## src/rtl/pc_fetch_controller_if.sv

```systemverilog
// Purpose: fetch-side bundle between the PC fetch controller, instruction memory and decode.
// Latency: none (wires only); all timing is owned by the controller behind the master modport.
// Backpressure: decode holds the controller with stall; memory completes a request with imem_ack.
//
// Signals:
//   stall, jump, jump_target, branch_taken, branch_target : decode/redirect controls into fetch
//   imem_req, imem_addr / imem_ack, imem_rdata            : instruction memory request/acknowledge
//   instr_out, instr_valid, pc_out                        : instruction presented to decode
//   invalid_pc, fetch_timeout, fault_pc                   : sticky fault report
interface pc_fetch_controller_if;
    logic        stall;
    logic        jump;
    logic [31:0] jump_target;
    logic        branch_taken;
    logic [31:0] branch_target;
    logic        imem_req;
    logic [12:0] imem_addr;
    logic        imem_ack;
    logic [31:0] imem_rdata;
    logic [31:0] instr_out;
    logic        instr_valid;
    logic [31:0] pc_out;
    logic        invalid_pc;
    logic        fetch_timeout;
    logic [31:0] fault_pc;

    // Fetch controller side.
    modport master (
        input  stall, jump, jump_target, branch_taken, branch_target, imem_ack, imem_rdata,
        output imem_req, imem_addr, instr_out, instr_valid, pc_out, invalid_pc, fetch_timeout, fault_pc
    );

    // Memory / decode / environment side.
    modport slave (
        output stall, jump, jump_target, branch_taken, branch_target, imem_ack, imem_rdata,
        input  imem_req, imem_addr, instr_out, instr_valid, pc_out, invalid_pc, fetch_timeout, fault_pc
    );
endinterface

```

## src/rtl/pc_fetch_controller.sv

```systemverilog
// Purpose: owns the virtual PC, fetches one instruction at a time from imem and traps bad fetches.
// Latency: 3 cycles/instruction minimum (FETCH check, WAIT with ack, HOLD presenting to decode).
// Backpressure: stall keeps HOLD and the presented instruction stable; no ack within TIMEOUT faults.
//
// Ports:
//   clk      : rising-edge clock
//   rst      : asynchronous active-high reset
//   fetchBus : pc_fetch_controller_if.master (redirects, imem handshake, decode output, fault flags)
module pc_fetch_controller #(
    parameter logic [31:0] RESET_PC   = 32'h0040_0000,
    parameter logic [31:0] TEXT_BASE  = 32'h0040_0000,
    parameter logic [31:0] TEXT_LIMIT = 32'h0040_1FFF,
    parameter int          TIMEOUT    = 16               // 1..255 WAIT cycles
) (
    input  logic                   clk,
    input  logic                   rst,
    pc_fetch_controller_if.master  fetchBus
);

    typedef enum logic [1:0] {
        FETCH = 2'd0,
        WAIT  = 2'd1,
        HOLD  = 2'd2,
        FAULT = 2'd3
    } stateT;

    // The low 13 bits of (pc - TEXT_BASE) depend only on the low 13 bits of each operand.
    localparam logic [12:0] BASE_LOW   = TEXT_BASE[12:0];
    localparam logic [7:0]  TIMER_LAST = 8'(TIMEOUT - 1);

    stateT       state, stateNext;
    logic [31:0] pc, pcNext;
    logic [7:0]  timer, timerNext;
    logic [31:0] instrOut, instrOutNext;
    logic [31:0] pcOut, pcOutNext;
    logic        instrValid, instrValidNext;
    logic        invalidPc, invalidPcNext;
    logic        fetchTimeout, fetchTimeoutNext;
    logic [31:0] faultPc, faultPcNext;
    logic        pcBad;

    assign pcBad = (pc < TEXT_BASE) || (pc > TEXT_LIMIT) || (pc[1:0] != 2'b00);

    always_ff @(posedge clk or posedge rst) begin
        if (rst) begin
            state        <= FETCH;
            pc           <= RESET_PC;
            timer        <= 8'd0;
            instrOut     <= 32'd0;
            pcOut        <= 32'd0;
            instrValid   <= 1'b0;
            invalidPc    <= 1'b0;
            fetchTimeout <= 1'b0;
            faultPc      <= 32'd0;
        end else begin
            state        <= stateNext;
            pc           <= pcNext;
            timer        <= timerNext;
            instrOut     <= instrOutNext;
            pcOut        <= pcOutNext;
            instrValid   <= instrValidNext;
            invalidPc    <= invalidPcNext;
            fetchTimeout <= fetchTimeoutNext;
            faultPc      <= faultPcNext;
        end
    end

    always_comb begin
        stateNext        = state;
        pcNext           = pc;
        timerNext        = timer;
        instrOutNext     = instrOut;
        pcOutNext        = pcOut;
        instrValidNext   = instrValid;
        invalidPcNext    = invalidPc;
        fetchTimeoutNext = fetchTimeout;
        faultPcNext      = faultPc;

        case (state)
            FETCH: begin
                if (pcBad) begin
                    stateNext     = FAULT;
                    invalidPcNext = 1'b1;
                    faultPcNext   = pc;
                end else begin
                    stateNext = WAIT;
                    timerNext = 8'd0;
                end
            end
            WAIT: begin
                // An ack on the last allowed cycle still completes the fetch.
                if (fetchBus.imem_ack) begin
                    instrOutNext   = fetchBus.imem_rdata;
                    pcOutNext      = pc;
                    instrValidNext = 1'b1;
                    stateNext      = HOLD;
                end else if (timer == TIMER_LAST) begin
                    stateNext        = FAULT;
                    fetchTimeoutNext = 1'b1;
                    faultPcNext      = pc;
                end else begin
                    timerNext = timer + 8'd1;
                end
            end
            HOLD: begin
                // Redirects are only honoured on the cycle decode accepts the instruction.
                if (!fetchBus.stall) begin
                    if (fetchBus.jump) begin
                        pcNext = fetchBus.jump_target;
                    end else if (fetchBus.branch_taken) begin
                        pcNext = fetchBus.branch_target;
                    end else begin
                        pcNext = pc + 32'd4;
                    end
                    instrValidNext = 1'b0;
                    stateNext      = FETCH;
                end
            end
            FAULT: begin
                // Terminal until reset; flags and fault_pc stay as captured.
                instrValidNext = 1'b0;
            end
            default: begin
                stateNext = FETCH;
            end
        endcase
    end

    assign fetchBus.imem_req      = (state == WAIT);
    assign fetchBus.imem_addr     = (state == WAIT) ? (pc[12:0] - BASE_LOW) : 13'd0;
    assign fetchBus.instr_out     = instrOut;
    assign fetchBus.instr_valid   = instrValid;
    assign fetchBus.pc_out        = pcOut;
    assign fetchBus.invalid_pc    = invalidPc;
    assign fetchBus.fetch_timeout = fetchTimeout;
    assign fetchBus.fault_pc      = faultPc;

endmodule

```

## src/flat_wrapper.sv

```systemverilog
// flat-port wrapper written by rule: the top's interface ports become plain ports
module pc_fetch_controller_flat 
#(
    parameter logic [31:0] RESET_PC   = 32'h0040_0000,
    parameter logic [31:0] TEXT_BASE  = 32'h0040_0000,
    parameter logic [31:0] TEXT_LIMIT = 32'h0040_1FFF,
    parameter int          TIMEOUT    = 16                                    
)
  (clk, rst, fetchBus_stall, fetchBus_jump, fetchBus_jump_target, fetchBus_branch_taken, fetchBus_branch_target, fetchBus_imem_ack, fetchBus_imem_rdata, fetchBus_imem_req, fetchBus_imem_addr, fetchBus_instr_out, fetchBus_instr_valid, fetchBus_pc_out, fetchBus_invalid_pc, fetchBus_fetch_timeout, fetchBus_fault_pc);
  pc_fetch_controller_if fetchBus_i ();
  input  logic clk;
  input  logic rst;
  input wire logic [$bits(fetchBus_i.stall)-1:0] fetchBus_stall;
  input wire logic [$bits(fetchBus_i.jump)-1:0] fetchBus_jump;
  input wire logic [$bits(fetchBus_i.jump_target)-1:0] fetchBus_jump_target;
  input wire logic [$bits(fetchBus_i.branch_taken)-1:0] fetchBus_branch_taken;
  input wire logic [$bits(fetchBus_i.branch_target)-1:0] fetchBus_branch_target;
  input wire logic [$bits(fetchBus_i.imem_ack)-1:0] fetchBus_imem_ack;
  input wire logic [$bits(fetchBus_i.imem_rdata)-1:0] fetchBus_imem_rdata;
  output wire logic [$bits(fetchBus_i.imem_req)-1:0] fetchBus_imem_req;
  output wire logic [$bits(fetchBus_i.imem_addr)-1:0] fetchBus_imem_addr;
  output wire logic [$bits(fetchBus_i.instr_out)-1:0] fetchBus_instr_out;
  output wire logic [$bits(fetchBus_i.instr_valid)-1:0] fetchBus_instr_valid;
  output wire logic [$bits(fetchBus_i.pc_out)-1:0] fetchBus_pc_out;
  output wire logic [$bits(fetchBus_i.invalid_pc)-1:0] fetchBus_invalid_pc;
  output wire logic [$bits(fetchBus_i.fetch_timeout)-1:0] fetchBus_fetch_timeout;
  output wire logic [$bits(fetchBus_i.fault_pc)-1:0] fetchBus_fault_pc;
  assign fetchBus_i.stall = fetchBus_stall;
  assign fetchBus_i.jump = fetchBus_jump;
  assign fetchBus_i.jump_target = fetchBus_jump_target;
  assign fetchBus_i.branch_taken = fetchBus_branch_taken;
  assign fetchBus_i.branch_target = fetchBus_branch_target;
  assign fetchBus_i.imem_ack = fetchBus_imem_ack;
  assign fetchBus_i.imem_rdata = fetchBus_imem_rdata;
  assign fetchBus_imem_req = fetchBus_i.imem_req;
  assign fetchBus_imem_addr = fetchBus_i.imem_addr;
  assign fetchBus_instr_out = fetchBus_i.instr_out;
  assign fetchBus_instr_valid = fetchBus_i.instr_valid;
  assign fetchBus_pc_out = fetchBus_i.pc_out;
  assign fetchBus_invalid_pc = fetchBus_i.invalid_pc;
  assign fetchBus_fetch_timeout = fetchBus_i.fetch_timeout;
  assign fetchBus_fault_pc = fetchBus_i.fault_pc;
  pc_fetch_controller #(.RESET_PC(RESET_PC), .TEXT_BASE(TEXT_BASE), .TEXT_LIMIT(TEXT_LIMIT), .TIMEOUT(TIMEOUT)) u_core (.clk(clk), .rst(rst), .fetchBus(fetchBus_i));
endmodule
```

## config.mk

```make
export PLATFORM = sky130hd
export DESIGN_NAME = pc_fetch_controller_flat
export DESIGN_NICKNAME = d
export VERILOG_FILES = /design/src/rtl/pc_fetch_controller_if.sv /design/src/rtl/pc_fetch_controller.sv /design/src/flat_wrapper.sv
export SDC_FILE = /design/constraint.sdc
export NUM_CORES = 1
export LEC_CHECK = 0
export CAP_MARGIN = 20
export CORE_MARGIN = 2
export CORE_UTILIZATION = 51
export DETAILED_ROUTE_END_ITERATION = 10
export PLACE_DENSITY = 0.86
export RECOVER_POWER = 100
export SYNTH_ARGS = -nofsm -noshare
export SYNTH_HDL_FRONTEND = slang
export SYNTH_SLANG_ARGS = --single-unit
```

## constraint.sdc

```tcl
create_clock -name clk -period 10.8 [get_ports clk]
set_input_delay 3.24 -clock clk [delete_from_list [all_inputs] [get_ports clk]]
set_output_delay 3.24 -clock clk [all_outputs]
set_load 0.02 [all_outputs]
```

======== Word-level counts from Yosys, hierarchy flattened ========
Cells that the tools add are included.
W data, S select, Z words.
word-level totals
  bits in registers ....................... 141
  bits of input ports ..................... 102
  output and inout bits ................... 113
  word-level logic and storage cells ...... 61
operators by class
  add/subtract/negate cells ............... 2
  $lt $le $gt $ge ......................... 2
  eq/ne operators ......................... 12
  mux-type cells .......................... 19
  bitwise gates (word level) .............. 2
  reductions and logical operators ........ 15
operator list
  cell                     count
  $mux W32                 5
  $pmux W32 S2             1
  $add A32 B3 Y32 const B  1
  $gt A32 B23 Y1 const B   1
  $lt A32 B23 Y1 const B   1
  $mux W8                  3
  $pmux W8 S2              1
  $mux W13                 1
  $ne A2 B2 Y1 const B     5
  $reduce_and A3 Y1        3
  $add A8 B1 Y8 const B    1
  $eq A8 B4 Y1 const B     1
  $mux W2                  4
  $reduce_and A4 Y1        2
  $pmux W2 S3              1
  $reduce_and A2 Y1        3
  $reduce_bool A3 Y1       2
  $eq A2 B2 Y1 const B     2
  $ne A2 B1 Y1 const B     2
  $reduce_bool A2 Y1       2
  $ne A3 B2 Y1 const B     1
  $pmux W1 S3              1
  $eq A2 B1 Y1 const B     1
  $logic_not A2 Y1         1
  other kinds (3)          6

======== Depth between registers and ports, before layout ========
Gate-level depths: netlist (run 1).
  word-level depth ........................ 5
  mapped depth ............................ 7

======== Least setup slack after synthesis (run 1) ========
No wires, ideal clock.
  kind .................................... flip-flop to output port
  start point ............................. register u_core.state[1]
  end point ............................... output port fetchBus_imem_addr[0]
  data arrival time ....................... 1.638 ns
  data required time ...................... 7.560 ns
  path slack .............................. 5.922 ns
  cell stages (with the launch flop) ...... 6
  buffers on the path ..................... 2
  cells stage by stage .................... dfrtp_1 inv_1 ha_1 clkbuf_1 clkbuf_1 and2_1
between the ends
  longest elaborated chain between the ends .. 2
RTL lines
  element                      line                        source
  from (decl)                  pc_fetch_controller.sv:31   stateT state, stateNext;
  from (signal assigned)       pc_fetch_controller.sv:56   state <= stateNext;
  $eq A2 B1 Y1                 --
  named net fetchBus_imem_req  flat_wrapper.sv:20          output wire logic [$bits(fetchBus_i.imem_req)-1:0] fetchBus_imem_req;
  $mux W13                     pc_fetch_controller.sv:130  assign fetchBus.imem_addr = (state == WAIT) ? (pc[12:0] - BASE_LOW) : 13'd0;
  to (decl)                    flat_wrapper.sv:21          output wire logic [$bits(fetchBus_i.imem_addr)-1:0] fetchBus_imem_addr;
The timed path passes the listed nets, and every way through them passes these cells.

======== Final worst setup path (run 1) ========
  start point ............................. input port fetchBus_jump
  end point ............................... register u_core.pc[11]
between the ends
  longest elaborated chain between the ends .. 1
RTL lines
  element               line                        source
  from (decl)           flat_wrapper.sv:14          input wire logic [$bits(fetchBus_i.jump)-1:0] fetchBus_jump;
  $mux W32              pc_fetch_controller.sv:108  if (fetchBus.jump) begin
  to (signal assigned)  pc_fetch_controller.sv:57   pc <= pcNext;
  to (decl)             pc_fetch_controller.sv:32   logic [31:0] pc, pcNext;
Every way passes these cells.
A chain may end at the register's enable or synchronous reset.

==> run metrics, run 1 <==
Data required, critical path 11100 ps; multiplexer share of the synthesized area 16.35%; outcome complete, but fails checks; register share of total power 36.1%; H-tree depth 4; maxcap violations 6; R2R Setup Slk 5960 ps; Seq cells post-synth 141; worst-margin pin slew 2826 ps; Async SR Flop Fraction 100.0%; Sequential Area 0.003530 mm^2; clock buffer depth 2; share of post-route cells with drive strength above 1 13.28%; Die Span Y ~120 um; IO buf count 214; Post-Syn Nets 715; TritonCTS Buffers 17; CP max stage delay 1450 ps; core area 0.01330 mm^2; GR Overflow Total 0; Crit Reg-Reg Endpoint u_core.fetchBus.pc_out[4]; Tcrit/Tclk final 63.70%; synthesized cell area 0.006949 mm^2; Net Sw Frac between 30% and 40%; most frequent cells in the layout dfrtp_1 (140), dlygate4sd3_1 (110), clkdlybuf4s50_1 (104), o21ai_0 (62), mux2_2 (59); fillers between 900 and 1000; Final nets 909; final hold violation count 0; gr usage total between 20% and 30%; register area share after synthesis just over 50%; Post-CTS Setup Inserts 0; Vias/cell between 5 and 6; area share of fa/ha/maj cells after synthesis under 10%; Initial Util 52.27%; diode count 0; Hold EP u_core.fetchBus.fetch_timeout; CP Class in -> reg; # IOs 215; Die X-Extent roughly 120 um; NetSw roughly 1000 uW; main combinational cell family by area after synthesis multiplexers; Clock Sink Count about 140; area fraction in and, or, nand and nor cells after synthesis 11.51%; xor and xnor area share after synthesis 0%; Syn Area/Cell 11.47 um^2; Synth cell types 66; routability cong. 0.8619; largest vdd supply drop 153.6 uV; CP Capture Type flip-flop; reg2reg start u_core.state[1]; vias in the first global route just under 6000; remaining routing DRC violations 0; Leak 0.004102 uW; Root Buffer clkbuf_16; Synth Area in Compound Gates 15.27%; hold path depth 1; Post-synth EDFFs 0; CP startpoint kind input pin; First-pass DRT Iterations 5; clock share of power 22.3%; Rel. slew slack -89.45%; DRT Wirelength 18500 um; failing checks capacitance limit, slew limit; Reg clk slew, reported paths 60 ps; Synth-to-Final Area Change 37.90%; DR vias 5682; critical path cell sequence dlygate4sd3_1 -> clkbuf_1 -> or2_0 -> o21ai_0 -> a22o_1; worst clock skew around 11 ps; Critical Path AT a little over 7000 ps; hold_sp u_core.fetchBus.fetch_timeout; Post-DP HPWL approximately 13000 um; hold crit path type reg -> reg; CTS Hold Bufs 0; Die ar. 0.01458 mm^2; Combinational Power Share 41.5%; post-cts gate resize count 0; crit-path max FO 40; yosys warns 0; critical path's slowest cell or2_0; Synth Flop Type dfrtp_1; ANT nets after route 0; final setup fails 0; fin worst setup slack ~3900 ps; Mapped Cells 606; worst skew pair latency 430 ps; initial antenna violation count 0; design internal power between 1500 and 2000 uW; minimum clock period roughly 6900 ps; WL/cell 18.71 um; dpl ws 4893 ps; Rows 42; worst r2r path cells 5; largest net degree at the start of global routing 78; Max Fclk 145.3 MHz; TNS Setup 0 ps; clock tree from TritonCTS built; RSZ-0062 raised after global routing false; Final Max Slew Viols 270; pwr dens 289.2 mW/mm^2; most common cell after layout, fill and taps aside dfrtp_1; area of the multi-input gates ~0.0030 mm^2; DRT iter0 DRCs 367; global-route wire length before repair 29930 um
[power by group through the flow]
stage | Sequential (uW) | Combinational [uW] | Clock [uW]
floorplan | 1140 | 625 | 0
global placement | 998 | 1250 | 0
detailed placement | 1020 | 1280 | 0
CTS | 1010 | 1290 | 628
global route | 1040 | 1240 | 655
finish | 1000 | 1150 | 619
[synth_stat cells, types with 4 or more instances]
library cell	number	area, um^2
nor3_1	6	30.03
clkbuf_1	26	97.59
dfrtp_1	140	3503
buf_6	5	56.30
nand2_1	36	135.1
nand3_1	17	85.08
o21ai_0	61	305.3
a221oi_1	4	35.03
nand4_1	7	43.79
ha_1	7	87.58
nor4_1	5	31.28
o31a_1	8	70.07
mux2_2	60	675.7
nor2_1	17	63.81
nand2b_1	4	25.02
a22oi_1	13	97.59
and2_1	13	81.33
a22o_1	6	52.55
and3_1	9	56.30
o22ai_1	7	43.79
nand3b_1	4	30.03
buf_4	4	30.03
mux2_4	30	450.4
a31oi_1	9	56.30
inv_1	16	60.06
a21oi_1	27	135.1
[flip-flops by register name, summed over array words and instances (netlist names)]
signal	count
u_core.fetchBus.instr_out	32
u_core.fetchBus.fetch_timeout	1
u_core.fetchBus.fault_pc	32
u_core.fetchBus.pc_out	32
u_core.fetchBus.invalid_pc	1
u_core.state	2
u_core.fetchBus.instr_valid	1
u_core.timer	8
u_core.pc	32
[critical path: cells and delay by family]
| kind | cells | cell delay (ps) |
|---|---|---|
| AO/OA/AOI/OAI | 2 | 600 |
| buffers and inverters | 2 | 1870 |
| AND/OR/NAND/NOR | 1 | 1450 |
[worst max-delay path by stage]
stage,startpoint,end,depth (start not counted)
6_report,fetchBus_jump,u_core.pc[11],5
5_1_grt,fetchBus_jump,u_core.pc[24],6
4_1_cts,u_core.state[1],fetchBus_imem_addr[10],5
3_5_place_dp,fetchBus_branch_taken,u_core.pc[28],6
3_3_place_gp,fetchBus_branch_taken,u_core.pc[28],6
2_1_floorplan,rst,u_core.fetchBus.fault_pc[0],1
[through the flow]
stage,instances,utilization [%],instance area (um^2),hold slack [ps],power (uW)
3_5_place_dp,955,68.30,9081,462.9,2303
5_1_grt,989,72.08,9583,498.0,2935
4_1_cts,987,73.01,9707,475.1,2931
2_1_floorplan,606,-,6949,490.5,1764
3_3_place_gp,955,68.30,9081,457.3,2247
6_report,989,72.08,9583,462.9,2771
[cell families (layout without fill, tap and decap cells)]
group / after synthesis / after routing
fa+ha+maj: 7 / 7
mux: 91 / 91
flops: 141 / 141
buf+inv: 61 / 268
compound gates: 165 / 165
simple gates: 141 / 141
[final cells by class]
type / count / area share (%)
Clock buffer: 22 / 4.844
Clock inverter: 10 / 1.684
Inverter: 16 / 0.6398
Multi-Input combinational cell: 404 / 30.96
Sequential cell: 141 / 36.83
Tap cell: 176 / 2.298
Timing Repair Buffer: 220 / 22.74
[routing by layer]
layer	vias to the layer above	share of wire (%)	global-route usage, %
met4	0	2.2	12.35
met3	25	8.0	7.170
li1	2632	-	-
met5	-	0	0
met2	234	50	42.44
met1	2791	40	32.94
Power figures use the tool's default switching activity.
==> run 2: changes to the inputs <==
CORE_UTILIZATION = 47   (was 51)
PLACE_DENSITY = 0.8   (was 0.86)
clock period = 6.4 ns   (was 10.8 ns; I/O delays follow)
==> run 2 against run 1 <==
Sequential power grew 69%. First-iteration DRC count increased by 16%. The flow still finishes with violations (capacitance limit, slew limit). Count of clock-buffer cells in the layout up 1. Critical path depth unchanged. Setup slack got worse by 2500 ps. Register-to-register slack got worse by 4400 ps. Combinational power is 69% higher. Worst hold slack improved by 8.6 ps. Total power up 68%.
==> run metrics, run 2 (synthesis results as in run 1) <==
Die Span Y 125.6 um; Post-DP HPWL 12960 um; Final Max Slew Viols 268; dpl cell area 0.009086 mm^2; Final nets approximately 910; global-route wire length before repair 30680 um; Max Fclk between 200 and 250 MHz; Die ar. between 0.015 and 0.02 mm^2; DRT Wirelength approximately 19000 um; worst-margin pin slew roughly 2900 ps; R2R Setup Slk 1540 ps; Rel. slew slack -91.80%; Initial Util 48.00%; largest net degree at the start of global routing 105; TNS Setup 0 ps; CP Capture Type output pin; # IOs 215; worst r2r path cells 5; Hold EP u_core.fetchBus.pc_out[18]; initial antenna violation count 0; H-tree depth 4; maxcap violations 5; most common cell after layout, fill and taps aside dfrtp_1; crit-path max FO 34; CTS Hold Bufs 0; hold crit path type reg -> reg; clock tree from TritonCTS built; Crit Reg-Reg Endpoint u_core.fetchBus.pc_out[10]; First-pass DRT Iterations 7; core area 0.01448 mm^2; Final Cell Area approximately 0.0096 mm^2; Post-CTS Setup Inserts 0; WL/cell 18.94 um; final hold violation count 0; final setup fails 0; Leak 0.004112 uW; worst clock skew 6.566 ps; post-cts gate resize count 0; Synth-to-Final Area Change 38.01%; Data required, critical path 4480 ps; hold_sp u_core.fetchBus.pc_out[18]; ANT nets after route 0; Clock Sink Count 141; hold path depth 2; Die X-Extent about 130 um; outcome complete, but fails checks; CP startpoint kind flip-flop; largest vdd supply drop 239.8 uV; TritonCTS Buffers 17; RSZ-0062 raised after global routing false; GR Overflow Total 0; DRT iter0 DRCs 424; clock buffer depth 2; share of post-route cells with drive strength above 1 13.67%; diode count 0; IO buf count 214; Root Buffer clkbuf_16; Rows 44; Reg clk slew, reported paths 60 ps; gr usage total 24.28%; DR vias 5764; worst skew pair latency 420 ps; minimum clock period 4958 ps; CP Class reg -> out; Critical Path AT 3040 ps; reg2reg start u_core.state[1]; routability cong. 0.8579; vias in the first global route 5907; remaining routing DRC violations 0; Vias/cell 5.787; pwr dens 485.9 mW/mm^2; most frequent cells in the layout dfrtp_1 (140), dlygate4sd3_1 (109), clkdlybuf4s50_1 (105), o21ai_0 (62), mux2_2 (60); failing checks capacitance limit, slew limit; Tcrit/Tclk final 77.47%
-- run 2: power breakdown --
group	leakage [uW]	switching [uW]	total, uW	internal [uW]
Sequential	0.00173	382	1690	1310
Clock	0.000303	369	1020	655
Combinational	0.00208	1000	1940	941
Total	0.00411	1750	4660	2910
-- run 2: worst max-delay path, cell delays in order (launching register included) --
cell and delay (ps):
dfrtp_1 430, inv_1 100, ha_1 130, clkbuf_1 1000
and2_1 250, dlygate4sd3_1 700
-- run 2: stage by stage --
step	hold WS (ps)	instances	worst slack (ps)	total power, uW	utilization [%]
after floorplan	490.5	606	700.4	2977	-
after global placement	460.4	962	1747	3802	62.75
after detailed placement	471.3	962	1642	3885	62.75
after CTS	484.2	994	2086	4928	67.05
after global routing	499.0	996	965.2	4936	66.24
final	471.6	996	1442	4660	66.24
-- run 2: layout make-up --
class,count,area [um^2]
Multi-Input combinational cell,404,2969
Clock buffer,23,488.0
Sequential cell,141,3530
Tap cell,184,230.2
Inverter,16,63.81
Fill cell,1132,4888
Clock inverter,9,133.9
Timing Repair Buffer,219,2176
-- run 2: worst max-delay path by stage --
stage | startpoint | end | depth (start not counted)
2_1_floorplan | rst | u_core.fetchBus.fault_pc[0] | 1
4_1_cts | fetchBus_jump | u_core.pc[28] | 6
3_5_place_dp | fetchBus_jump | u_core.pc[28] | 6
5_1_grt | u_core.state[1] | u_core.fetchBus.pc_out[14] | 5
6_report | u_core.state[1] | fetchBus_imem_addr[9] | 5
3_3_place_gp | fetchBus_jump | u_core.pc[28] | 6
-- run 2: layer usage --
metal	global-route usage (%)	up-vias	share of wire [%]
li1	-	2627	-
met1	31.81	2837	41
met2	39.43	270	50
met3	6.162	30	7.4
met4	8.431	0	1.8
met5	0	-	0
==> run 3: changes to the inputs <==
clock period = 4.6 ns   (was 6.4 ns; I/O delays follow)
==> run 3 against run 2 <==
The run still ends with capacitance limit, slew limit left. Routed wire length is 1.8% higher. Combinational power up 39%. Final cell count rose by 0.40%. Worst hold slack worse by 2.6 ps. Global-route usage increased by 0.21 points. Via count is 1.0% lower. Sequential cell count unchanged. Critical endpoint is now u_core.pc[24]. Highest routed layer unchanged.
==> run metrics, run 3 (synthesis results as in run 1) <==
outcome complete, but fails checks; failing checks capacitance limit, slew limit; Final nets between 900 and 1000; design internal power 3918 uW; vias in the first global route ~6000; Hold EP u_core.fetchBus.fetch_timeout; # IOs 215; Leak 0.004131 uW; clock buffer depth 2; Net Sw Frac 38.74%; Root Buffer clkbuf_16; Die Span Y 125.6 um; CP startpoint kind input pin; WL/cell 19.20 um; RSZ-0062 raised after global routing false; Initial Util 48.00%; Die ar. between 0.015 and 0.02 mm^2; routability cong. 0.8744; gr usage total between 20% and 30%; dpl cell area around 0.009 mm^2; IO buf count approximately 210; remaining routing DRC violations 0; Non-Filler Instances 1000; reg2reg start u_core.pc[22]; largest vdd supply drop ~340 uV; DRT iter0 DRCs 447; Post-CTS Setup Inserts 0; worst skew pair latency 420 ps; global-route wire length before repair between 30000 and 40000 um; Critical Path AT 4370 ps; core area ~0.014 mm^2; most common cell after layout, fill and taps aside dfrtp_1; Final Cell Area between 0.009 and 0.01 mm^2; Die X-Extent 125.6 um; ANT nets after route 0; H-tree depth 4; Synth-to-Final Area Change 37.85%; largest net degree at the start of global routing about 110; Placed Cells 968; worst-margin pin slew 1847 ps; maxcap violations 4; Final Hold Slack between 400 and 500 ps; CP Capture Type flip-flop; Reg clk slew, reported paths 60 ps; TritonCTS Buffers 17; Crit Reg-Reg Endpoint u_core.fetchBus.fault_pc[23]; Clock Sink Count 141; CP Class in -> reg; fillers between 1000 and 1500; Rel. slew slack -23.14%; TNS Setup 0 ps; hold path depth 1; pwr dens 667.6 mW/mm^2; DR vias 5704; minimum clock period ~4100 ps; most frequent cells in the layout dfrtp_1 (140), dlygate4sd3_1 (117), clkdlybuf4s50_1 (97), o21ai_0 (62), mux2_2 (59); First-pass DRT Iterations 5; Rows 44; worst r2r path cells 5; diode count 0; clock share of power 20.9%; Tcrit/Tclk final 88.75%; Vias/cell between 5 and 6; Final Max Slew Viols 173; share of post-route cells with drive strength above 1 14.09%; hold_sp u_core.fetchBus.fetch_timeout; Data required, critical path between 4000 and 5000 ps; initial antenna violation count 0; NetSw 2477 uW; crit-path max FO 33; Combinational Power Share 42.3%; final hold violation count 0; Max Fclk 245.0 MHz; DRT Wirelength 19200 um; CTS Hold Bufs 0; Post-DP HPWL 13400 um; clock tree from TritonCTS built; GR Overflow Total 0; hold crit path type reg -> reg; final setup fails 0; post-cts gate resize count 0; worst clock skew 7.413 ps; R2R Setup Slk 1410 ps; register share of total power between 30% and 40%
-- run 3: cell count changes in the layout (fill, tap and decap cells not counted), sizes merged --
cell           previous run  this run
inv                      15        17
clkinv                    5         8
clkbuf                   24        21
clkinvlp                  2         3
dlygate4sd3             109       117
bufinv                    3         2
clkdlybuf4s50           105        97
buf                       4         6
-- run 3: how the worst max path moves through the flow --
stage                          start  cells after the start  slack (ps)                          end
2_1_floorplan                    rst                      1        1460  u_core.fetchBus.fault_pc[0]
6_report       fetchBus_branch_taken                      5         520                u_core.pc[24]
4_1_cts              u_core.state[1]                      4         700        fetchBus_imem_addr[9]
5_1_grt        fetchBus_branch_taken                      5         320                u_core.pc[24]
3_3_place_gp   fetchBus_branch_taken                      7        1130                u_core.pc[28]
3_5_place_dp   fetchBus_branch_taken                      5        1040                u_core.pc[24]
-- run 3: power by group through the flow --
stage	Combinational [uW]	Sequential (uW)	Clock [uW]
floorplan	1470	2670	0
global placement	2970	2350	0
detailed placement	3030	2400	0
CTS	3040	2380	1360
global route	2900	2440	1420
finish	2700	2360	1330
-- run 3: routing by layer --
metal / routed length (um) / part of all wire, % / track usage, %
met5: 0 / 0 / 0
met4: 363 / 1.9 / 8.889
met3: 1376 / 7.2 / 6.675
met2: 9534 / 50 / 40.10
met1: 7921 / 41 / 31.33
-- run 3: cell type report --
cell class              instances  area (um^2)  area share, %
inverters                      16        61.31         0.6400
well taps                     184        230.2          2.403
flip-flops and latches        141         3530          36.85
clock inverters                14        143.9          1.502
multi-input cells             404         2974          31.05
clock buffers                  18        429.2          4.480
repair buffers                223         2211          23.08
-- run 3: critical path, stage by stage --
cell and delay [ps]:
dlygate4sd3_1 940, or2_0 1420, nor2_1 70, a222oi_1 420, o2bb2ai_1 120
-- run 3: through the flow --
step                      util [%]  power (uW)  setup slack [ps]
after floorplan                  -        4142              1458
after global placement       63.14        5323              1128
after detailed placement     63.14        5427              1043
after CTS                    67.10        6789             702.1
after global routing         66.16        6763             318.7
final                        66.16        6395             517.7
==> edit, RTL diff (flow settings as in run 2) <==
Encoding of `stateT`: now Gray code (2 bits for 4 states).
--- a/src/rtl/pc_fetch_controller.sv
+++ b/src/rtl/pc_fetch_controller.sv
@@ -18,10 +18,10 @@
 );
 
     typedef enum logic [1:0] {
-        FETCH = 2'd0,
-        WAIT  = 2'd1,
-        HOLD  = 2'd2,
-        FAULT = 2'd3
+        FETCH = 2'b00,
+        WAIT  = 2'b01,
+        HOLD  = 2'b11,
+        FAULT = 2'b10
     } stateT;
 
     // The low 13 bits of (pc - TEXT_BASE) depend only on the low 13 bits of each operand.
Check against the original RTL: same outputs for any inputs over 4 cycles, from zero or initial values and one cycle with rst high; so few cycles prove little.
==> edit against run 2 <==
The flow still finishes with violations (capacitance limit, slew limit). Cell area is 2.0% lower. Hold slack lost 0.0040 ns. Routed wire length barely moved. Critical path depth up 2. Sequential cell count stayed put. Area after synthesis decreased by 2.0%. Worst setup slack gained 0.00078 ns. Critical path type is now input port to flip-flop. Largest cell class unchanged.
Power is not compared: it rests on default switching activity, and its combinational part moved more than twofold at a synthesized area within 25%.
==> edit: results (changes against run 2) <==
Result of the run -> finished, violations left (unchanged)
Violations in the final reports -> capacitance limit, slew limit (unchanged)
Critical register-to-register path endpoint -> u_core.fetchBus.instr_out[3] (was u_core.fetchBus.pc_out[10])
Post-placement cell count -> 943 (was 962)
Average vias per placed instance -> 5.766 (was 5.787)
Final number of max-transition violations -> 208 (was 268)
Met3 layer wire length in the routed design -> 1.317 mm (was 1.395 mm)
Weighted congestion at the end of routability-driven global placement -> 0.8887 (was 0.8579)
Depth of the most critical reg-to-reg path -> 4 (was 5)
Reg-to-reg critical path startpoint -> u_core.state[1] (unchanged)
Post-synthesis average cell area -> 11.50 µm² (was 11.47 µm²)
Largest clock skew in the final design -> 0.01044 ns (was 0.006566 ns)
Critical path's largest stage delay -> 0.95 ns (was 1.00 ns)
Most area-consuming cells after synthesis -> dfrtp_1 (51%), mux2_2 (10%), mux2_4 (6.6%) (was dfrtp_1 (50%), mux2_2 (9.7%), mux2_4 (6.5%))
Most frequent cells after synthesis -> dfrtp_1 (140), mux2_2 (61), o21ai_0 (48), nor2_1 (43), nand2_1 (42) (was dfrtp_1 (140), o21ai_0 (61), mux2_2 (60), nand2_1 (36), mux2_4 (30))
Total of max-cap violations -> 3 (was 5)
Number of cells on the worst hold path -> 1 (was 2)
Worst min-delay path startpoint -> u_core.fetchBus.invalid_pc (was u_core.fetchBus.pc_out[18])
Maximum number of pins on one net before global-route repair -> 105 (unchanged)
Worst hold endpoint -> u_core.fetchBus.invalid_pc (was u_core.fetchBus.pc_out[18])
Detail Route met2 WL -> 9.169 mm (was 9.341 mm)
Share of layout cells above drive strength 1 -> 13.71% (was 13.67%)
Final #Nets -> 887 (was 908)
GR Util met3 -> 6.271% (was 6.162%)
Switching Fraction -> 28.24%
Arrival time at the worst endpoint -> 5.22 ns (was 3.04 ns)
Flop-to-flop setup slack -> 2.41 ns (was 1.54 ns)
Number of distinct library cell variants in the gate-level netlist after synthesis -> 63 (was 66)
Via count of the first global-routing pass -> 5867 (was 5907)
Crit path max fanout -> 23 (was 34)
Overall routing resource usage -> 25.20% (was 24.28%)
Number of nets in the synthesized netlist -> 696 (was 715)
1st-pass router iterations -> 5 (was 7)
Sequential fraction of the synthesis area -> 51.84% (was 50.79%)
Leading register cell type out of synthesis -> dfrtp_1 (unchanged)
Master of the slowest instance on the critical path -> dlygate4sd3_1 (was clkbuf_1)
Met2 demand-to-capacity share in global routing -> 40.37% (was 39.43%)
Number of DRC violations after detailed-routing iteration 0 -> 420 (was 424)
M1 WL -> 7.860 mm (was 7.782 mm)
Initial antenna violation count -> 1 (was 0)
Measured slew at the worst slew-check pin -> 2.767 ns (was 2.870 ns)
Met1 routing resource usage after global routing -> 32.47% (was 31.81%)
Final Instance Count excl. Fillers -> 976 (was 996)
DPL Wire Length -> 13.18 mm (was 12.96 mm)
[edit: cell types whose count changed in the layout (fill, tap and decap cells not counted), sizes merged, moves of 7 or more]
cell	delta
o31a	-7
dlygate4sd3	+9
clkdlybuf4s50	-9
nor2	+27
a21oi	-10
o21ai	-14
inv	-7
[edit: kinds of logic after synthesis]
family	Yosys count	synth area share, %
compound gates	128	12.59
xor+xnor	5	0.6433
fa+ha+maj	2	0.3675
buf+inv	55	4.135
flops	141	51.84
mux	94	17.14
simple gates	167	13.29
[edit: how the worst max path moves through the flow]
stage                          startpoint                     endpoint  slack (ns)
after floorplan                       rst  u_core.fetchBus.fault_pc[0]        0.70
after global placement      fetchBus_jump                u_core.pc[28]        1.82
after detailed placement    fetchBus_jump                u_core.pc[28]        1.75
after CTS                 u_core.state[1]        fetchBus_imem_addr[0]        1.85
after global routing        fetchBus_jump                u_core.pc[26]        1.14
final                       fetchBus_jump                u_core.pc[25]        1.44
[edit: final cells by class]
cell class	instances	area, µm²	area share (%)
inverters	9	37.54	0.3992
well taps	180	225.2	2.395
multi-input cells	396	2875	30.58
flip-flops and latches	141	3530	37.54
clock inverters	8	90.09	0.9581
clock buffers	23	478.0	5.083
repair buffers	218	2165	23.02
diodes	1	2.502	0.02661
[edit: per-stage QoR]
stage | power (µW) | hold WS, ns | util [%] | area (µm²) | setup slack [ns]
after floorplan | 1428 | 0.4782 | - | 6809 | 0.7004
after global placement | 1717 | 0.4563 | 63.85 | 8966 | 1.822
after detailed placement | 1738 | 0.4585 | 63.85 | 8966 | 1.748
after CTS | 2694 | 0.4725 | 67.90 | 9534 | 1.855
after global routing | 2729 | 0.4785 | 66.96 | 9403 | 1.137
final | 2609 | 0.4676 | 66.96 | 9403 | 1.443
